`config.mk`:
```
export PLATFORM = sky130hd
export DESIGN_NAME = if_fetch_unit
export DESIGN_NICKNAME = d
export VERILOG_FILES = /design/src/rtl/if_fetch_unit.sv
export SDC_FILE = /design/constraint.sdc
export NUM_CORES = 1
export LEC_CHECK = 0
export CORE_ASPECT_RATIO = 1.1
export CORE_MARGIN = 1
export CORE_UTILIZATION = 48
export DETAILED_ROUTE_END_ITERATION = 6
export PLACE_DENSITY = 0.81
export SYNTH_ARGS = -nofsm -noshare
export SYNTH_HDL_FRONTEND = slang
export SYNTH_SLANG_ARGS = --single-unit
```
`constraint.sdc`:
```
create_clock -name clk -period 3.1 [get_ports clk]
set_input_delay 0.31 -clock clk [delete_from_list [all_inputs] [get_ports clk]]
set_output_delay 0.31 -clock clk [all_outputs]
set_load 0.05 [all_outputs]
```
`src/rtl/if_fetch_unit.sv`:
```
`default_nettype none
// +----------------------------------------------------------------------+
// | Module      : if_fetch_unit                                          |
// | Description : Instruction-fetch stage. Owns the PC, drives the       |
// |               zero-latency instruction memory and holds the fetched  |
// |               instruction in an IF/ID register with valid/ready.     |
// |               Handles stalls, redirects and address faults.          |
// | Revision    : 1.0 - initial release                                  |
// +----------------------------------------------------------------------+
module if_fetch_unit #(
  parameter logic [31:0] RESET_PC   = 32'h0000_0000,
  parameter int          IMEM_DEPTH = 128,
  parameter logic [31:0] NOP_INSTR  = 32'h0000_0013
) (
  input  logic        clk,
  input  logic        reset,
  input  logic        stall,
  input  logic        redirect_valid,
  input  logic [31:0] redirect_pc,
  output logic        imem_en,
  output logic [31:0] imem_addr,
  input  logic [31:0] imem_instr,
  output logic        if_valid,
  input  logic        if_ready,
  output logic [31:0] if_pc,
  output logic [31:0] if_instr,
  output logic        fault,
  output logic [31:0] fault_pc,
  output logic [31:0] fetch_count
);

  localparam logic [1:0] BOOT  = 2'd0;
  localparam logic [1:0] RUN   = 2'd1;
  localparam logic [1:0] FAULT = 2'd2;

  localparam logic [29:0] DEPTH_W = 30'(IMEM_DEPTH);

  logic [1:0]  state_q,       state_d;
  logic [31:0] pc_q,          pc_d;
  logic        if_valid_q,    if_valid_d;
  logic [31:0] if_pc_q,       if_pc_d;
  logic [31:0] if_instr_q,    if_instr_d;
  logic        fault_q,       fault_d;
  logic [31:0] fault_pc_q,    fault_pc_d;
  logic [31:0] fetch_count_q, fetch_count_d;

  logic        load;
  logic        pc_out_of_range;
  logic        redirect_misaligned;

  // Memory interface depends only on state and PC, never on stall/ready.
  assign imem_en     = (state_q == RUN);
  assign imem_addr   = {2'b00, pc_q[31:2]};
  assign if_valid    = if_valid_q;
  assign if_pc       = if_pc_q;
  assign if_instr    = if_instr_q;
  assign fault       = fault_q;
  assign fault_pc    = fault_pc_q;
  assign fetch_count = fetch_count_q;

  assign load                = !stall && (!if_valid_q || if_ready);
  assign pc_out_of_range     = (pc_q[31:2] >= DEPTH_W);
  assign redirect_misaligned = (redirect_pc[1:0] != 2'b00);

  // Next-state logic: redirect beats fault detection beats fetch beats drain.
  always_comb begin
    state_d       = state_q;
    pc_d          = pc_q;
    if_valid_d    = if_valid_q;
    if_pc_d       = if_pc_q;
    if_instr_d    = if_instr_q;
    fault_d       = fault_q;
    fault_pc_d    = fault_pc_q;
    fetch_count_d = fetch_count_q;

    case (state_q)
      BOOT: begin
        state_d = RUN;
      end

      RUN: begin
        if (redirect_valid) begin
          if_valid_d = 1'b0;
          if_instr_d = NOP_INSTR;
          pc_d       = redirect_pc;
          if (redirect_misaligned) begin
            state_d    = FAULT;
            fault_d    = 1'b1;
            fault_pc_d = redirect_pc;
          end
        end else if (load && pc_out_of_range) begin
          state_d    = FAULT;
          fault_d    = 1'b1;
          fault_pc_d = pc_q;
          if_valid_d = 1'b0;
          if_instr_d = NOP_INSTR;
        end else if (load) begin
          if_instr_d    = imem_instr;
          if_pc_d       = pc_q;
          if_valid_d    = 1'b1;
          pc_d          = pc_q + 32'd4;
          fetch_count_d = fetch_count_q + 32'd1;
        end else if (if_valid_q && if_ready) begin
          // Decode took the instruction while fetch is stalled.
          if_valid_d = 1'b0;
          if_instr_d = NOP_INSTR;
        end
      end

      FAULT: begin
        if (redirect_valid) begin
          pc_d = redirect_pc;
          if (redirect_misaligned) begin
            fault_pc_d = redirect_pc;
          end else begin
            fault_d = 1'b0;
            state_d = RUN;
          end
        end
      end

      default: begin
        state_d = BOOT;
      end
    endcase
  end

  // State registers with asynchronous active-low reset.
  always_ff @(posedge clk or negedge reset) begin
    if (!reset) begin
      state_q       <= BOOT;
      pc_q          <= RESET_PC;
      if_valid_q    <= 1'b0;
      if_pc_q       <= 32'h0;
      if_instr_q    <= NOP_INSTR;
      fault_q       <= 1'b0;
      fault_pc_q    <= 32'h0;
      fetch_count_q <= 32'h0;
    end else begin
      state_q       <= state_d;
      pc_q          <= pc_d;
      if_valid_q    <= if_valid_d;
      if_pc_q       <= if_pc_d;
      if_instr_q    <= if_instr_d;
      fault_q       <= fault_d;
      fault_pc_q    <= fault_pc_d;
      fetch_count_q <= fetch_count_d;
    end
  end

endmodule
`default_nettype wire

```
==> key figures, run 1 <==
Die
  • Core area: 0.0158 sq mm
  • Starting density of the core: about half
  • # rows: 48
  • Die H: 136 microns
  • # IOs: 232
  • DIE WIDTH: about 120 microns
  • Die area: roughly 0.017 sq mm

Clocking
  • Clock transition at the registers of the reported paths: approximately 0.070 ns
  • Num CTS Buffers: 17
  • H-tree depth: 4
  • CTS tree: done
  • Latest clock arrival within the worst-skew pair: ~0.43 ns
  • Clock tree buffer depth: 2
  • Clk root buf: clkbuf_16
  • Post-CTS Setup Repair Bufs: 0
  • Sink Count: approximately 160

Timing
  • Final worst path period share: 89.0%
  • Period minus WS final: approximately 2.8 ns
  • Fmax: between 300 and 400 MHz
  • Hold violation total from the final report: 0
  • Relative slew slack: between 30 and 40%
  • RSZ-0062 raised after global routing: no
  • Setup TNS: 0 ns
  • Worst-margin pin slew: around 0.93 ns
  • PnR worst setup slack: between 0.3 and 0.4 ns
  • Clk_skew: around 0.0066 ns
  • Hold WS: slightly above 0.3 ns
  • Max-slew violations: 0
  • Final setup viols: 0

Logic synthesis
  • Seq/Total Area, Yosys: between 50% and 60%
  • Yosys reg bits: 164
  • Top-area cell type share of the netlist area: between 50 and 60%
  • YS warnings: 0
  • Post-Syn Instances: roughly 730
  • Top FF cell, synth: dfrtp_1
  • Syn Std Cell Area: a little under 0.008 sq mm
  • EDFF count, synth: 0
  • Top post-synthesis cells by area: dfrtp_1, nand2_1, a22o_1
  • Distinct cells, synth: 56
  • Yosys top cell by area: dfrtp_1
  • Asr flop ratio synth: 100%
  • Avg Inst Size Synth: 10.6 sq um

Power
  • NetSw: roughly 4.5 mW
  • Clk pwr share: between 20% and 30%
  • Combinational power share: approximately half
  • Int Power: approximately 5.5 mW
  • PnR Total Power: 9.96 mW
  • Sequential share of power: a little under a third
  • Worst vdd ir: approximately 0.77 mV
  • Sw frac: 45.0%
  • PwrDens: around 900 mW/mm^2
  • Leak Pwr: around 4.7 nW

Route
  • Via density: just under 6
  • Antenna violation net count after detailed routing: 0
  • Routed WL per cell: between 15 and 20 microns
  • DRC viols: 0
  • DRT Wirelength: between 20000 and 25000 microns
  • Vias post-DR: roughly 6700
  • Pre-antenna DRT Iters: 5
  • Number of DRC markers in iteration 0: 644

Setup path
  • Worst stage delay on the critical path: ~0.94 ns
  • Critical path fanouts, max: 22
  • CP Capture Type: flip-flop
  • CP arrival: approximately 3.1 ns
  • CP dominant cell by count: nor4_1
  • Worst Path Buf+Inv: 0
  • CP top delay family: simple AND/OR/NAND/NOR gates
  • Kind of critical path: reg2reg
  • Critical Path RT: approximately 3.5 ns
  • CP Cell Sequence: nor4_1 > nand4_2 > or4_2 > nor4_1 > xor2_1
  • Worst Setup Start Kind: flip-flop
  • Critical-path top delay cell: or4_2

Job
  • Number of max-cap violations: 0

Cells and area
  • NumNets Final: ~1000
  • Post-Route Utilization: roughly two thirds
  • Most frequent cells in the layout: clkdlybuf4s50_1, dfrtp_1, nand2_1
  • FILL cells: 1198
  • FF+latch area: 0.00411 sq mm
  • P&R area growth vs syn: 38.3%
  • Final cell count without fillers: ~1100
  • Layout cells sized above 1: under 10%
  • Commonest non-fill, non-tap cell in the layout: clkdlybuf4s50_1
  • Ant. Diodes: 0
  • Multi-input logic area: 0.00321 sq mm
  • Finished Cell Area: between 0.01 and 0.015 sq mm

Global route
  • First-pass GRT wire length: 34100 microns
  • GRT Overall Usage: between 20% and 30%
  • Largest net degree at the start of global routing: a little under 100
  • Initial antenna violation count: 1
  • Vias in the first global route: between 6000 and 7000
  • Total gr overflow: 0

Placement
  • Setup WS pre-CTS: roughly 0.13 ns
  • Gp weighted congestion: 0.806
  • Port bufs: about 230
  • HPWL Detailed: 14600 microns
  • Post-DP Area: 0.0102 sq mm
  • Placed insts: 1111

Status
  • Status: completed

Min path
  • HP Class: in2async
==> power by group through the flow <==
stage          clock [mW]  sequential (mW)  combinational, mW
2_1_floorplan           0             3.68               2.81
3_3_place_gp            0             3.06               4.79
3_5_place_dp            0             3.06               4.84
4_1_cts              2.07             3.04               4.86
5_1_grt              2.16             3.11               5.14
6_report             2.04             3.05               4.87
==> cell type report <==
type	instances	share of cell area (%)
flip-flops and latches	164	38.1
multi-input cells	474	29.8
repair buffers	263	24.1
clock buffers	18	4.08
well taps	200	2.32
clock inverters	14	1.17
inverters	11	0.383
==> logic make-up after synthesis <==
logic type	share of synthesized area, %
buffers and inverters	6.57
XOR/XNOR	3.48
multiplexers	0.658
flip-flops	52.7
AO/OA/AOI/OAI	17.4
adder cells (fa/ha/maj)	0.964
other	0.0481
AND/OR/NAND/NOR	18.2
==> Yosys cell counts, types with 3 or more instances <==
| library cell | number |
|---|---|
| and3_1 | 8 |
| o22ai_1 | 33 |
| nor2_1 | 31 |
| dfstp_2 | 3 |
| xnor2_1 | 13 |
| nand3_1 | 27 |
| o22a_1 | 4 |
| xor2_1 | 18 |
| nand2_1 | 86 |
| mux2i_1 | 4 |
| buf_2 | 6 |
| nand4b_1 | 7 |
| and4_1 | 7 |
| buf_6 | 3 |
| o31ai_1 | 9 |
| clkbuf_1 | 43 |
| a22oi_1 | 5 |
| inv_1 | 11 |
| dfrtp_1 | 161 |
| a22o_1 | 36 |
| buf_4 | 32 |
| o21ai_0 | 12 |
| nor4_1 | 10 |
| nor3_1 | 14 |
| o41ai_1 | 6 |
| a2bb2oi_1 | 30 |
| nand4_1 | 21 |
| or4_1 | 3 |
| a32o_1 | 22 |
| ha_1 | 6 |
| and2_1 | 27 |
| a21oi_1 | 3 |
| nor4_4 | 3 |
==> worst reg2reg max path: cells and delay by family (launching register included) <==
| family | cells | cell delay [ns] |
|---|---|---|
| and+or+nand+nor | 4 | 2.04 |
| xor gates and xnor gates | 1 | 0.19 |
| DFF | 1 | 0.45 |
==> registers in the layout (all words and copies together), names as in the netlist <==
name	count
fault	1
fault_pc	32
if_instr	32
if_pc	32
if_valid	1
state_q	2
fetch_count	32
pc_q	32
==> per-layer routing <==
layer	part of all wire, %	global-route usage [%]
met5	0	0
met4	1.6	8.10
met3	6.9	6.86
met2	49	41.6
met1	42	35.1
==> worst paths after layout <==
check / start / to / slack [ns] / depth (start not counted)
worst max-delay path: pc_q[29] / fetch_count[24] / 0.34 / 5
worst min-delay path: reset / fault_pc[25] / 0.31 / 2
worst max register to register: pc_q[29] / fetch_count[24] / 0.34 / 5
worst min register to register: fetch_count[31] / fetch_count[31] / 0.47 / 1
max in group asynchronous: reset / if_pc[4] / 1.95 / 3
min in group clk: fetch_count[31] / fetch_count[31] / 0.47 / 1
==> repair_timing <==
item                      CTS  global route
hold endpoints to repair   25             0
resized for setup           0             0
hold buffers                1             0
Note: power is estimated with default switching activity, not from simulation.
==> run 2, diff against run 1 <==
--- a/config.mk
+++ b/config.mk
@@ -5,11 +5,12 @@
 export SDC_FILE = /design/constraint.sdc
 export NUM_CORES = 1
 export LEC_CHECK = 0
+export CAP_MARGIN = 20
 export CORE_ASPECT_RATIO = 1.1
 export CORE_MARGIN = 1
-export CORE_UTILIZATION = 48
+export CORE_UTILIZATION = 43
 export DETAILED_ROUTE_END_ITERATION = 6
-export PLACE_DENSITY = 0.81
+export PLACE_DENSITY = 0.77
 export SYNTH_ARGS = -nofsm -noshare
 export SYNTH_HDL_FRONTEND = slang
 export SYNTH_SLANG_ARGS = --single-unit
==> constraint.sdc (replaced) <==
create_clock -name clk -period 2.4 [get_ports clk]
set_input_delay 0.24 -clock clk [delete_from_list [all_inputs] [get_ports clk]]
set_output_delay 0.24 -clock clk [all_outputs]
set_load 0.05 [all_outputs]
==> run 2 against run 1 <==
Against the previous run: sequential share of layout area decreased by 1.9 points; clock skew is 0.0052 ns higher; cell area increased by 5.3%; via count grew 3.7%; routed wire length grew 7.8%; clock power increased by 41%; fmax up 19%; critical path depth increased by 2; count of clock-buffer cells in the layout shrank 1.
==> key figures, run 2 (synthesis gave the netlist of run 1 again) <==
Die
  • Core area: 0.0177 sq mm (+12%)
  • # rows: 51 (+6.3%)
  • DIE WIDTH: 130 microns (+5.6%)
  • Starting density of the core: 43.9% (-5.4 points)
  • Die area: 0.0187 sq mm (+11%)
  • # IOs: 232 (unchanged)
  • Die H: 143 microns (+5.6%)

Timing
  • Fmax: 432 MHz (+19%)
  • Clk_skew: 0.0118 ns (+0.00523 ns)
  • Max-slew violations: 0 (unchanged)
  • Period minus WS final: 2.31 ns (-0.444 ns)
  • PnR worst setup slack: 0.0860 ns (-0.256 ns)
  • Final setup viols: 0 (unchanged)
  • Final worst path period share: 96.4% (+7.4 points)
  • Relative slew slack: 56.2% (+18 points)
  • Hold violation total from the final report: 0 (unchanged)
  • RSZ-0062 raised after global routing: yes
  • Worst-margin pin slew: 0.656 ns (-0.274 ns)

Cells and area
  • Most frequent cells in the layout: clkdlybuf4s50_1, dfrtp_1, nand2_1
  • Finished Cell Area: 0.0113 sq mm (+5.3%)
  • Layout cells sized above 1: 14.2% (+5.2 points)
  • Post-Route Utilization: 64.0% (-4.2 points)
  • Ant. Diodes: 0 (unchanged)
  • FILL cells: 1431 (+19%)
  • NumNets Final: 1048 (+4.2%)
  • Commonest non-fill, non-tap cell in the layout: clkdlybuf4s50_1
  • P&R area growth vs syn: 45.6%

Setup path
  • Critical path fanouts, max: 10 (-55%)
  • CP arrival: 2.67 ns (-0.44 ns)
  • Worst Setup Start Kind: flip-flop
  • Critical Path RT: 2.76 ns (-0.69 ns)
  • Kind of critical path: reg2reg
  • FF-to-FF setup slack: 0.09 ns (-0.26 ns)
  • CP Capture Type: flip-flop

Global route
  • First-pass GRT wire length: 35300 microns (+3.7%)
  • GRT Overall Usage: 24.9% (-1.4 points)
  • Largest net degree at the start of global routing: 70 (-28%)
  • Vias in the first global route: 6660 (+3.0%)
  • Total gr overflow: 0 (unchanged)
  • Initial antenna violation count: 0 (-1)

Power
  • Clk pwr share: 21.1% (+0.6 points)
  • Combinational power share: 51.6% (+2.7 points)
  • PnR Total Power: 13.6 mW (+37%)
  • Sequential share of power: 27.3% (-3.3 points)
  • Int Power: 7.67 mW (+40%)
  • NetSw: 5.97 mW (+33%)
  • Worst vdd ir: 1.04 mV (+36%)
  • PwrDens: 1200 mW/mm^2 (+30%)
  • Leak Pwr: 4.92 nW (+5.7%)
  • Sw frac: 43.8% (-1.2 points)

Placement
  • Gp weighted congestion: 0.872 (+8.2%)
  • Setup WS pre-CTS: -0.180 ns (-0.312 ns)
  • HPWL Detailed: 16300 microns (+11%)
  • Post-DP Area: 0.0106 sq mm (+4.4%)
  • Port bufs: 229 (unchanged)

Clocking
  • H-tree depth: 4 (unchanged)
  • Sink Count: 164 (unchanged)
  • Clock tree buffer depth: 2 (unchanged)
  • CTS tree: done
  • Clk root buf: clkbuf_16
  • Num CTS Buffers: 17 (unchanged)
  • Latest clock arrival within the worst-skew pair: 0.44 ns (about the same)
  • Clock transition at the registers of the reported paths: 0.07 ns (about the same)

Min path
  • HP Class: in2async

Route
  • Antenna violation net count after detailed routing: 0 (unchanged)
  • DRT Wirelength: 23000 microns (+7.8%)
  • Vias post-DR: 6928 (+3.7%)
  • Via density: 5.66 (-3.1%)
  • Routed WL per cell: 18.8 microns (+0.79%)
  • Number of DRC markers in iteration 0: 458 (-29%)
  • Pre-antenna DRT Iters: 4 (-1)
  • DRC viols: 0 (unchanged)

Status
  • Status: completed

Job
  • Number of max-cap violations: 0 (unchanged)
[run 2: area by class of cell]
| cell class | count | area (sq um) | share of cell area, % |
|---|---|---|---|
| flip-flops and latches | 164 | 4110 | 36.2 |
| multi-input cells | 474 | 3290 | 29.0 |
| repair buffers | 305 | 2990 | 26.4 |
| clock buffers | 17 | 425 | 3.75 |
| well taps | 238 | 298 | 2.62 |
| clock inverters | 15 | 193 | 1.70 |
| inverters | 11 | 41.3 | 0.364 |
[run 2: worst paths after layout]
| check | startpoint | end | cells after the start |
|---|---|---|---|
| worst max-delay path | pc_q[30] | fetch_count[18] | 7 |
| worst max register to register | pc_q[30] | fetch_count[18] | 7 |
| worst min-delay path | reset | fetch_count[21] | 2 |
| min in group clk | imem_instr[14] | if_instr[14] | 2 |
| max in group asynchronous | reset | pc_q[24] | 3 |
| worst min register to register | fetch_count[31] | fetch_count[31] | 1 |
[run 2: what timing repair did]
action	in CTS	in global routing
hold endpoints to repair	67	0
endpoints found under the setup margin	38	22
hold buffers	1	0
buffers inserted	1	0
resized for setup	2	11
pin swaps	1	0
[run 2: critical path, cell delays in order, from the launching register on]
cell and delay (ns):
dfrtp_1 0.41, nor4_2 0.33, nand4_2 0.19, buf_4 0.18
or4_4 0.53, buf_4 0.21, nor4_4 0.22, xor2_1 0.17
[run 2: power groups by stage]
stage	registers, mW	clock network, mW	logic, mW
6_report	3.72	2.87	7.04
5_1_grt	3.79	3.04	7.43
4_1_cts	3.71	2.93	7.03
3_5_place_dp	3.73	0	6.99
3_3_place_gp	3.73	0	6.94
2_1_floorplan	4.76	0	3.66
[run 2: stage by stage]
| stage | TNS (ns) | hold slack [ns] | cells |
|---|---|---|---|
| after floorplan | 0 | -0.0556 | 734 |
| after global placement | -4.41 | 0.288 | 1190 |
| after detailed placement | -4.55 | 0.288 | 1190 |
| after CTS | 0 | 0.402 | 1224 |
| after global routing | -0.398 | 0.405 | 1224 |
| final | 0 | 0.379 | 1224 |
[run 2: per-layer routing]
layer | part of all wire [%] | up-vias | global-route usage [%] | wire length (microns)
li1 | - | 3170 | - | -
met3 | 8.5 | 35 | 6.37 | 1950
met2 | 48 | 301 | 40.2 | 10900
met4 | 1.9 | 0 | 9.80 | 446
met5 | 0 | - | 0 | 0
met1 | 42 | 3422 | 31.8 | 9670
